## src/rtl/fetch_pkg.sv

```systemverilog
// Shared types and constants for the instruction fetch controller.
package fetch_pkg;
    typedef enum logic [2:0] {SYNC, REQ, WAIT, HOLD, DRAIN} fetch_state_t;

    localparam int PC_INC_DEF = 4;
    localparam logic [31:0] NOP_INSTR = 32'h0000_0000;
endpackage

```

## src/rtl/instr_fetch_unit_if_id_reg.sv

```systemverilog
// IF/ID pipeline register: captures a fetched word with its PC and holds it
// until decode takes it or it is cleared by a redirect.
module if_id_reg
    import fetch_pkg::*;
#(
    parameter int XLEN    = 32,
    parameter int INSTR_W = 32
) (
    input  logic               clk,
    input  logic               rst,
    input  logic               load,
    input  logic               clear,
    input  logic [INSTR_W-1:0] instr_d,
    input  logic [XLEN-1:0]    pc_d,
    input  logic               ready,
    output logic               valid,
    output logic [INSTR_W-1:0] instr,
    output logic [XLEN-1:0]    pc
);
    always_ff @(posedge clk) begin
        if (rst) begin
            valid <= 1'b0;
            instr <= INSTR_W'(NOP_INSTR);
            pc    <= '0;
        end else if (clear) begin
            // A kill wins even when decode is ready in the same cycle.
            valid <= 1'b0;
        end else if (load) begin
            valid <= 1'b1;
            instr <= instr_d;
            pc    <= pc_d;
        end else if (valid && ready) begin
            valid <= 1'b0;
        end
    end
endmodule

```

## src/rtl/instr_fetch_unit.sv

```systemverilog
// Fetch controller: one outstanding imem request, drives the PC load port
// with either the sequential increment or an execute-stage redirect.
module instr_fetch_unit
    import fetch_pkg::*;
#(
    parameter int XLEN    = 32,
    parameter int INSTR_W = 32,
    parameter int PC_INC  = PC_INC_DEF
) (
    input  logic               clk,
    input  logic               rst,
    input  logic [XLEN-1:0]    pc,
    output logic [XLEN-1:0]    pc_next,
    output logic               pc_ld,
    input  logic               redirect_valid,
    input  logic [XLEN-1:0]    redirect_target,
    output logic               imem_req_valid,
    output logic [XLEN-1:0]    imem_req_addr,
    input  logic               imem_req_ready,
    input  logic               imem_rsp_valid,
    input  logic [INSTR_W-1:0] imem_rsp_data,
    output logic               if_valid,
    output logic [INSTR_W-1:0] if_instr,
    output logic [XLEN-1:0]    if_pc,
    input  logic               if_ready
);
    fetch_state_t    state, state_nxt;
    logic [XLEN-1:0] fetch_pc;
    logic            ir_load, ir_clear;

    always_ff @(posedge clk) begin
        if (rst) state <= SYNC;
        else     state <= state_nxt;
    end

    always_ff @(posedge clk) begin
        if (rst)                                  fetch_pc <= '0;
        else if (state == REQ && imem_req_ready)  fetch_pc <= pc;
    end

    // A redirect either abandons the fetch (SYNC) or, if a request is
    // already in flight, waits for its response to come back (DRAIN).
    always_comb begin
        state_nxt = state;
        case (state)
            SYNC:  state_nxt = redirect_valid ? SYNC : REQ;
            REQ: begin
                if (redirect_valid)      state_nxt = imem_req_ready ? DRAIN : SYNC;
                else if (imem_req_ready) state_nxt = WAIT;
            end
            WAIT: begin
                if (redirect_valid)      state_nxt = imem_rsp_valid ? SYNC : DRAIN;
                else if (imem_rsp_valid) state_nxt = HOLD;
            end
            HOLD: begin
                if (redirect_valid) state_nxt = SYNC;
                else if (if_ready)  state_nxt = REQ;
            end
            DRAIN: state_nxt = imem_rsp_valid ? SYNC : DRAIN;
            default: state_nxt = SYNC;
        endcase
    end

    always_comb begin
        imem_req_valid = 1'b0;
        imem_req_addr  = '0;
        pc_ld          = 1'b0;
        pc_next        = '0;
        if (!rst) begin
            if (state == REQ) begin
                imem_req_valid = 1'b1;
                imem_req_addr  = pc;
            end
            if (redirect_valid) begin
                pc_ld   = 1'b1;
                pc_next = redirect_target;
            end else if (state == WAIT && imem_rsp_valid) begin
                pc_ld   = 1'b1;
                pc_next = fetch_pc + XLEN'(PC_INC);
            end
        end
    end

    assign ir_load  = (state == WAIT) && imem_rsp_valid && !redirect_valid;
    assign ir_clear = redirect_valid;

    if_id_reg #(.XLEN(XLEN), .INSTR_W(INSTR_W)) u_if_id (
        .clk     (clk),
        .rst     (rst),
        .load    (ir_load),
        .clear   (ir_clear),
        .instr_d (imem_rsp_data),
        .pc_d    (fetch_pc),
        .ready   (if_ready),
        .valid   (if_valid),
        .instr   (if_instr),
        .pc      (if_pc)
    );
endmodule

```

## config.mk

```make
export PLATFORM = sky130hd
export DESIGN_NAME = instr_fetch_unit
export DESIGN_NICKNAME = d
export VERILOG_FILES = /design/src/rtl/fetch_pkg.sv /design/src/rtl/instr_fetch_unit_if_id_reg.sv /design/src/rtl/instr_fetch_unit.sv
export SDC_FILE = /design/constraint.sdc
export NUM_CORES = 1
export LEC_CHECK = 0
export ABC_CLOCK_PERIOD_IN_PS = 2200
export CAP_MARGIN = 10
export CORE_MARGIN = 4
export CORE_UTILIZATION = 41
export CTS_CLUSTER_DIAMETER = 100
export DETAILED_ROUTE_END_ITERATION = 6
export PLACE_DENSITY_LB_ADDON = 0.2
export SLEW_MARGIN = 10
export SYNTH_ARGS = -nofsm -noshare
export SYNTH_HDL_FRONTEND = slang
export SYNTH_SLANG_ARGS = --single-unit
```

## constraint.sdc

```tcl
create_clock -name clk -period 2.2 [get_ports clk]
set_input_delay 0.44 -clock clk [delete_from_list [all_inputs] [get_ports clk]]
set_output_delay 0.44 -clock clk [all_outputs]
set_load 0.02 [all_outputs]
```

=== Yosys cells after proc, flatten, opt, wreduce, memory -nomap -nowiden ===
Cells that the tools add are included.

* Input port bits: 102
* Memory bits (read-only): 0
* RAM bits: 0
* Word-level logic and storage cells: 46
* Bits in latches: 0
* Memories kept: 0
* Register bits after elaboration: 100

* Multiply operators: 0
* Bitwise logic cells: 1
* Multiplexer cells: 22
* Add/sub/neg operators: 1
* Shifts and indexed selects: 0
* Div/mod/pow operators: 0
* Equality and inequality tests: 7
* Order comparisons: 0
* Reduce and logical (&&, ||, !) cells: 10

{| class="wikitable"
|+ Operators by type and width
! kind !! count
|-
| 2-to-1 mux 32 bit || 5
|-
| adder 32 x 3 -> 32 bit, second input constant || 1
|-
| 2-to-1 mux 3 bit || 8
|-
| case mux 3 bit (5 select lines) || 1
|-
| inequality test 3 bit, second input constant || 3
|-
| 2-to-1 mux 1 bit || 8
|-
| == test 3 x 2 -> 1 bit, second input constant || 2
|-
| logical AND 1 bit || 4
|-
| == test 3 x 1 -> 1 bit, second input constant || 1
|-
| == test 3 bit, second input constant || 1
|-
| zero test 3 bit || 1
|-
| AND reduction 3 bit || 1
|-
| AND reduction 2 bit || 1
|-
| nonzero test 2 bit || 1
|-
| OR reduction 2 bit || 1
|-
| zero test 1 bit || 1
|-
| NOT 1 bit || 1
|}

=== Logic depth before layout (Yosys ltp) ===
Gate-level depths: netlist (run 1).

* Depth in word-level cells: 5
* Gate-level depth with buffers: 7
* Gate-level depth less buffers: 6

=== Modules after synthesis ===
A second synthesis (run 1) with hierarchy kept.

* Cells, all modules: 647
* Area, all modules: 5574.1 um^2

{| class="wikitable"
|+ Modules (own cells, without submodules)
! module !! times used !! cells each !! area each (um^2)
|-
| if_id_reg || 1 || 296 || 3083.0
|-
| instr_fetch_unit || 1 || 351 || 2491.1
|}

=== Worst setup path before layout (run 1) ===
Ideal clock, no wire load.

* Path kind: register to output
* Start: register fetch_pc[2]
* End: output port pc_next[24]
* Setup slack: 0.142 ns
* Arrival: 1.618 ns
* Buffers on the path: 0
* Cell stages (with the launch flop): 7
* Required time: 1.760 ns
* Cells stage by stage: dfxtp_1 -> ha_1 -> nand3_1 -> nor3_2 -> nand3_1 -> xor2_1 -> o21ai_1

* Cells in the longest elaborated chain, start to end: 4

{| class="wikitable"
|+ RTL lines
! element !! RTL line !! text
|-
| from (decl) || instr_fetch_unit.sv:28 || <nowiki>logic [XLEN-1:0] fetch_pc;</nowiki>
|-
| from (signal assigned) || instr_fetch_unit.sv:38 || <nowiki>else if (state == REQ && imem_req_ready) fetch_pc <= pc;</nowiki>
|-
| adder 32 x 3 -> 32 bit || instr_fetch_unit.sv:79 || <nowiki>pc_next = fetch_pc + XLEN'(PC_INC);</nowiki>
|-
| 2-to-1 mux 32 bit || instr_fetch_unit.sv:77 || <nowiki>end else if (state == WAIT && imem_rsp_valid) begin</nowiki>
|-
| 2-to-1 mux 32 bit || instr_fetch_unit.sv:74 || <nowiki>if (redirect_valid) begin</nowiki>
|-
| 2-to-1 mux 32 bit || instr_fetch_unit.sv:69 || <nowiki>if (!rst) begin</nowiki>
|-
| to (decl) || instr_fetch_unit.sv:13 || <nowiki>output logic [XLEN-1:0] pc_next,</nowiki>
|}

No other way between the ends.

=== Worst setup path after layout (run 1) ===
* Start: register fetch_pc[2]
* End: output port pc_next[31]

Same word-level chain as after synthesis.

==> results of run 1 <==
[layer usage]
layer / vias to the layer above / track usage
met3: 37 / 0.0560
met1: 2638 / 0.309
li1: 2684 / -
met2: 232 / 0.471
met5: - / 0
met4: 0 / 0.128
[final cells by class]
class	count	area, sq um	share of cell area
Timing Repair Buffer	326	3090	0.369
Multi-Input combinational cell	492	2790	0.333
Sequential cell	100	2010	0.240
Inverter	1	3.75	0.000448
Clock inverter	6	62.6	0.00747
Clock buffer	10	239	0.0285
Tap cell	140	175	0.0209
[repair_timing]
action                                  CTS  global route
pin swaps                                32            38
gates cloned                              2             1
gates resized for setup                 363            92
buffers inserted                         21             9
endpoints found under the setup margin   66            66
[worst max path at each step]
stage / slack [ns] / endpoint / cells after the start / from
2_1_floorplan: 0.14 / pc_next[24] / 6 / fetch_pc[2]$_SDFFE_PP0P_
3_3_place_gp: -0.67 / pc_next[9] / 6 / imem_rsp_valid
3_5_place_dp: -0.68 / pc_next[21] / 6 / imem_rsp_valid
4_1_cts: -0.35 / pc_next[31] / 8 / fetch_pc[2]$_SDFFE_PP0P_
5_1_grt: -0.43 / pc_next[31] / 8 / fetch_pc[2]$_SDFFE_PP0P_
6_report: -0.36 / pc_next[31] / 8 / fetch_pc[2]$_SDFFE_PP0P_
[Yosys cell counts (all sizes together) (2+ instances only)]
cell and count:
and2 32, xor2 18, nor3 9, xnor2 10, nor2 20, nand3 11
and4 3, nand2b 2, buf 15, o21ai 21, dfxtp 100, and3 6
or3 4, a22oi 5, nand2 227, nand4 10, a21oi 104, clkbuf 32
[cells by family after synthesis]
group | share of synthesized area
AND/OR/NAND/NOR | 0.325
flip-flops | 0.429
XOR/XNOR | 0.0526
buffers and inverters | 0.0424
adder cells (fa/ha/maj) | 0.00268
AO/OA/AOI/OAI | 0.148
[state kept, by name (all words and copies together) (netlist names)]
signal	flops
u_if_id.valid	1
state	3
u_if_id.instr	32
u_if_id.pc	32
fetch_pc	32
[worst max-delay path, delay by kind of cell (launching register included)]
kind                   cells  cell delay, ns
AND/OR/NAND/NOR            3            0.65
buffers and inverters      3            0.41
flip-flops                 1            0.38
XOR/XNOR                   1            0.22
AO/OA/AOI/OAI              1            0.14
[power by group through the flow]
stage               logic, mW  clock network (mW)  registers (mW)
floorplan               0.201                   0            1.90
global placement        0.576                   0            1.89
detailed placement      0.585                   0            1.89
CTS                     0.606                1.62            1.85
global route            0.682                1.70            1.85
finish                  0.641                1.60            1.85
==> results.md, run 1 <==
- Leaving out fill and tap cells, the most frequent cells in the layout are sky130_fd_sc_hd__nand2_1, sky130_fd_sc_hd__clkdlybuf4s50_1, sky130_fd_sc_hd__a21oi_1.
- The number of nets in the layout is roughly 1,000.
- Of the total power, the clock network draws 0.391.
- The cell area after synthesis is 4670 sq um.
- The number of hold-slack violations in the final timing report was 0.
- Setup repair after global routing could not meet its margin everywhere.
- The most numerous cell type found on the critical path is sky130_fd_sc_hd__nand4_1.
- The count of boundary I/O pins is 233.
- The maximum clock rate is a little under 400 MHz.
- The checks that failed: negative setup slack.
- The start point of the worst hold path is u_if_id.pc[19]$_SDFFE_PP0P_.
- The detailed router placed 5,591 vias in this run.
- Measured in cells, the most critical reg-to-reg path has a length of 7.
- At the worst endpoint, the arrival time is about 2.1 ns.
- Clock tree synthesis found a total of 100 sinks.
- The endpoint of the worst-slack reg-to-reg timing path is u_if_id.instr[17]$_SDFFE_PP0P_.
- The aggregate global routing overflow is 0.
- The number of endpoints failing setup at the final stage is 44.
- The switching power of the nets is 0.995 mW.
- Synthesis produced 640 cells.
- The design draws 4.10 mW.
- The die covers 13,200 sq um.
- After detailed routing, the number of remaining DRC violations is 0.
- The final antenna diode count is 0.
- The placed instance count is 1,033.
- The number of global-route vias before repair came to 5,755.
- The mean instance size in the synthesized netlist is 7.29 sq um.
- The maximum VDD drop is 0.339 mV.
- The cell at the root of the clock tree is sky130_fd_sc_hd__clkbuf_16.
- The overall die width is 115 um.
- The count of input and output buffers is 232.
- In the global route stage, overall resource usage came out at 0.268.
- The detailed route wirelength on metal2 is 9420 um.
- The required time of the worst setup path is roughly 1.8 ns.
- Counting flops and latches in the post-synthesis netlist gives 100.
- The pin count of the biggest net entering global routing is 65.
- The worst slack after detailed placement is -0.681 ns.
- The transition time of the tightest slew-check pin is 0.707 ns.
- The setup clock skew after layout is about 0.006 ns.
- The uppermost layer routed is met4.
- The congestion estimate from routability-driven global placement came to 0.871.
- Max-cap violations in this run came to 0.
- In the final routing, the length of wire on met1 measures approximately 7000 um.
- The clock passes through at most 2 buffers.
- The proportion of total power due to net switching is 0.243.
- The CTS tree is done.
- The floorplan has 38 rows.
- Internal power comes to between 3 and 4 mW.
- The worst register-to-register path begins at state[1]$_SDFFE_PP0P_.
- After the first detailed-routing iteration, the DRC count stood at 307.
- The clock edge transition at the registers on the reported setup and hold paths is 0.07 ns.
- The maximum level of the CTS H-tree is 3.
- The peak per-stage delay on the critical path is 0.38 ns.
- The peak fanout along the critical path is 6.
- The summed negative setup slack over all endpoints is -5.51 ns.
- The worst slew margin relative to its limit is 0.528.
- The non-filler instance count after layout is 1,075.
- Dividing total power by cell area gives a power density of about 490 nW/um^2.
- Measured on the finished design, the core utilization comes to 0.763.
- The max-slew violation total from the final report is 0.
- The run finished, with violations left.
- The global-route wire length before repair is 28,100 um.
- The number of nets in the synthesized netlist is 743.
- Of the post-synthesis cell area, the dominant cell type holds 0.429.
- The register-to-register setup slack is about 0.3 ns.
- After floorplanning, the core was sized to cover 11,000 sq um.
- The relative contribution of sequential cells to total power is 0.452.
- The library cell used most frequently in the layout, excluding fill and tap cells, is sky130_fd_sc_hd__nand2_1.
- The worst setup path is of the flip-flop to primary output kind.
- For this run, asynchronously set or reset flops after synthesis account for 0.
- The capturing element type of the critical path is a primary output.
- Dividing the detail-routed wire length by the instance count gives 16.9 um.
- The critical path goes through buf_6 > nand4_1 > nor3_4 > buf_12 > nand4_1 > xor2_2 > o21ai_1 > buf_4.
- The instance area after placement is 7550 sq um.
- The master of the slowest instance on the critical path is sky130_fd_sc_hd__dfxtp_4.
- The worst hold margin is 0.454 ns.
- The vertical die dimension is 115 um.
- The met3 wire length is roughly 1200 um.
- After layout, the minimum clock period comes to 2.56 ns.
- The number of buffers inserted by hold repair at cts is 0.
- For this configuration, the core starts out at a cell density of 0.425.
- The share of the cycle needed by the critical path after routing is 1.16.
- After filler insertion, the fill cell instance count of the layout stands at 786.
- The most instantiated flip-flop cell in the synthesis netlist is sky130_fd_sc_hd__dfxtp_1.
- The share of total power dissipated in combinational logic is 0.156.
- After routing the design area is 8380 sq um.
- The unique cell type count in the Yosys netlist is 37.
- The kind of start point of the critical path is a flip-flop.
- The number of antenna violations at the first check in global routing was 0.
- The share of post-route cells with drive strength above 1 is 0.274.
- Detailed placement finished with a half-perimeter wire length of 12,500 um.
- The worst hold path passes through 2 cells.
- In this run the worst hold path is classified as flip-flop to flip-flop.
- The post-detailed-route via-to-cell ratio is approximately 5.2.
- The yosys synthesis warning count is 0.
- The cell type contributing the most total cell area after synthesis is sky130_fd_sc_hd__dfxtp_1.
- The clock latency reported for the late side of the worst-skew pair is 0.34 ns.
- The detailed-router iteration count before antenna repair is 5.
- The number of enable-type register cells in the synthesized netlist is 0.
- The share of the Yosys chip area taken by registers is 0.429.
- After layout, the worst setup slack is -0.360 ns.
- Sorting the synthesized cells by area gives the leading types as sky130_fd_sc_hd__dfxtp_1, sky130_fd_sc_hd__nand2_1, sky130_fd_sc_hd__a21oi_1.
- The path with the worst hold slack has its endpoint at u_if_id.pc[19]$_SDFFE_PP0P_.
- The area growth from synthesis to layout is 79.5%.
- For this block, the routed nets add up to roughly 18,000 um of wire.
- In this run the static leakage power is 3.24 nW.
- Once detail routing completed, the nets flagged for antenna violations numbered 0.
- The number of buffers added by the clock tree synthesis step is 9.
Power figures use the tool's default switching activity.
==> inputs of run 2 (changes only) <==
Settings changed: CELL_PAD_IN_SITES_DETAIL_PLACEMENT from default to 0, CELL_PAD_IN_SITES_GLOBAL_PLACEMENT from default to 1, CORE_UTILIZATION 41 to 27.
==> run 2 against run 1 <==
The run still ends with negative setup slack left. Clock skew is 0.0020 ns higher. Largest power group unchanged. Routed wire length grew 1.1%. Worst hold slack got worse by 0.0012 ns.
==> results.md, run 2 (synthesis results as in run 1) <==
- The run finished, with violations left.
- The final reports fail on negative setup slack.
- The count of input and output buffers is 232.
- The final period demand of the worst path is 2.37 ns.
- The library cells used most frequently in the layout, excluding fill and tap cells, are sky130_fd_sc_hd__nand2_1, sky130_fd_sc_hd__clkdlybuf4s50_1, sky130_fd_sc_hd__a21oi_1.
- The post-detailed-route via-to-cell ratio is 4.66.
- The worst hold margin is 0.453 ns.
- The first routing iteration left 237 violations.
- The number of buffers inserted by hold repair at cts is 0.
- Across the routed clock network, the largest skew measured is 0.00798 ns.
- The transition time of the tightest slew-check pin is 0.703 ns.
- The final core utilization is 0.495.
- From synthesis to final layout, the design area changed by 77.6%.
- The antenna violation net count after detailed routing is 0.
- The worst setup path is captured at a primary output.
- The maximum root-to-sink buffer count is 2.
- The count of boundary I/O pins is 233.
- The share of total power dissipated in sequential elements is 0.452.
- The number of endpoints failing setup at the final stage is 42.
- The total area of sequential cells is 2020 sq um.
- The maximum level of the CTS H-tree is 3.
- In this run the standard cell core region covers 16,800 sq um.
- The cell at the root of the clock tree is sky130_fd_sc_hd__clkbuf_16.
- 0 antenna diodes ended up in the layout.
- The number of global-route vias before repair was 5,412.
- Counting the buffers created by CTS gives 9.
- Summed over all layers, the global routing overflow is 0.
- In the final routed layout, each cell accounts on average for 16.1 um.
- The area taken by multi-input logic gates is around 2700 sq um.
- The maximum clock rate is 422 MHz.
- The max-slew violation total from the final report is 0.
- The total length of routed wires is 18,400 um.
- For this design the static power due to leakage is 3.14 nW.
- The maximum VDD drop is approximately 0.41 mV.
- Excluding fillers, the count of instances in the completed layout stands at ~1,100.
- In this run the worst hold path is classified as flip-flop to flip-flop.
- Of the available clock period, the critical path in the final layout requires 1.08.
- The finished cells cover 8290 sq um.
- For this run, design rule violations remaining after detail routing come to 0.
- The pin count of the biggest net entering global routing is 65.
- The global routing usage summed across all routing layers is 0.181.
- The peak fanout along the critical path is 4.
- Including well taps, the total number of placed cells is 1,115.
- The setup path with the least slack is of type flip-flop to primary output.
- The initialized floorplan defines 47 standard-cell rows.
- The clock latency reported for the late side of the worst-skew pair is 0.34 ns.
- Data on the critical path arrives at its endpoint at 1.93 ns.
- TritonCTS built the clock tree.
- The power per unit of standard cell area is between 400 and 500 nW/um^2.
- The global-route wire length before repair is about 29,000 um.
- The worst slack after detailed placement is -0.743 ns.
- The final weighted congestion in routability-driven placement is 0.765.
- The overall die width is 139 um.
- Measured against its own limit, the worst slew margin works out to 0.532.
- Max-cap violations in this run came to 0.
- The clock sink total is 100.
- The most common library cell in the layout ignoring fill and taps is sky130_fd_sc_hd__nand2_1.
- The worst setup slack after layout is -0.172 ns.
- The number of hold-slack violations in the final timing report is 0.
- In the final layout, the share of cells above drive strength 1 is 0.251.
- The part of the power in combinational logic is 0.152.
- The detailed-router iteration count before antenna repair is 4.
- The largest registers in the layout are fetch_pc (32), u_if_id.instr (32), u_if_id.pc (32).
- The number of antenna violations at the first check in global routing is 1.
- The worst setup path is launched from a flip-flop.
- Clock-pin slew was measured on the worst setup and hold paths at 0.07 ns.
- The vertical die dimension is 139 um.
- The half-perimeter wire length after placement is 13,200 um.
- The internal power of the cells totals 3.10 mW.
- The required time of the worst setup path is 1.76 ns.
- The share of total power in the clock network is 0.396.
- The switching power of the nets is roughly 1 mW.
- In this run the cell area measured after placement is 7680 sq um.
- The effective utilization at floorplan is 0.278.
- The summed negative setup slack over all endpoints is -2.95 ns.
- The filler cells instantiated in the layout total roughly 1,600.
- After the last flow step, the layout net total stands at 1,021.
- The proportion of total power due to net switching is 0.244.
- The total power after layout is 4.10 mW.
- The die covers 19,400 sq um.
- The routed layout has 5,325 vias.
- Setup repair after global routing could not meet its margin everywhere.
-- run 2: cell types whose count changed in the layout (fill, tap and decap cells not counted), moves of 8 or more --
cell                      change
sky130_fd_sc_hd__buf_2        +9
sky130_fd_sc_hd__buf_4       -13
sky130_fd_sc_hd__buf_6       -15
sky130_fd_sc_hd__dfxtp_1      -8
sky130_fd_sc_hd__dfxtp_2      +8
-- run 2: timing repair --
item	4_1_cts	5_1_grt
endpoints found under the setup margin	66	62
gates cloned	1	3
pin swaps	15	33
gates resized for setup	354	58
buffers inserted	7	1
-- run 2: worst max-delay path, cell delays in order, from the launching register on --
cell and delay (ns):
sky130_fd_sc_hd__dfxtp_4 0.37, sky130_fd_sc_hd__buf_6 0.10, sky130_fd_sc_hd__and4_4 0.21, sky130_fd_sc_hd__nand4_1 0.09, sky130_fd_sc_hd__xor2_1 0.15, sky130_fd_sc_hd__or3_4 0.38
sky130_fd_sc_hd__a21oi_2 0.16, sky130_fd_sc_hd__buf_6 0.13
-- run 2: final cells by class --
type / instances / share of cell area
multi-input combinational: 492 / 0.323
inverter: 1 / 0.000453
timing repair buffer: 314 / 0.363
sequential: 100 / 0.244
clock buffer: 11 / 0.0293
clock inverter: 5 / 0.00725
tap: 220 / 0.0332
-- run 2: layer usage --
metal	vias up	wire, um	track usage
met5	-	0	0
met4	0	248	0.0484
met2	165	9110	0.311
li1	2657	-	-
met3	18	1300	0.0467
met1	2485	7730	0.225
-- run 2: power groups by stage --
stage / logic [mW] / clock network (mW) / registers [mW]
global placement: 0.590 / 0 / 1.89
floorplan: 0.201 / 0 / 1.90
detailed placement: 0.594 / 0 / 1.89
finish: 0.623 / 1.62 / 1.85
global route: 0.668 / 1.76 / 1.85
CTS: 0.598 / 1.69 / 1.85
-- run 2: worst paths after layout --
kind	startpoint	endpoint	slack, ns	depth (start not counted)
worst max-delay path	fetch_pc[2]$_SDFFE_PP0P_	pc_next[9]	-0.17	7
worst min-delay path	u_if_id.pc[27]$_SDFFE_PP0P_	u_if_id.pc[27]$_SDFFE_PP0P_	0.45	2
worst max register to register	state[2]$_SDFFE_PP0P_	u_if_id.pc[16]$_SDFFE_PP0P_	0.40	6
worst min register to register	u_if_id.pc[27]$_SDFFE_PP0P_	u_if_id.pc[27]$_SDFFE_PP0P_	0.45	2
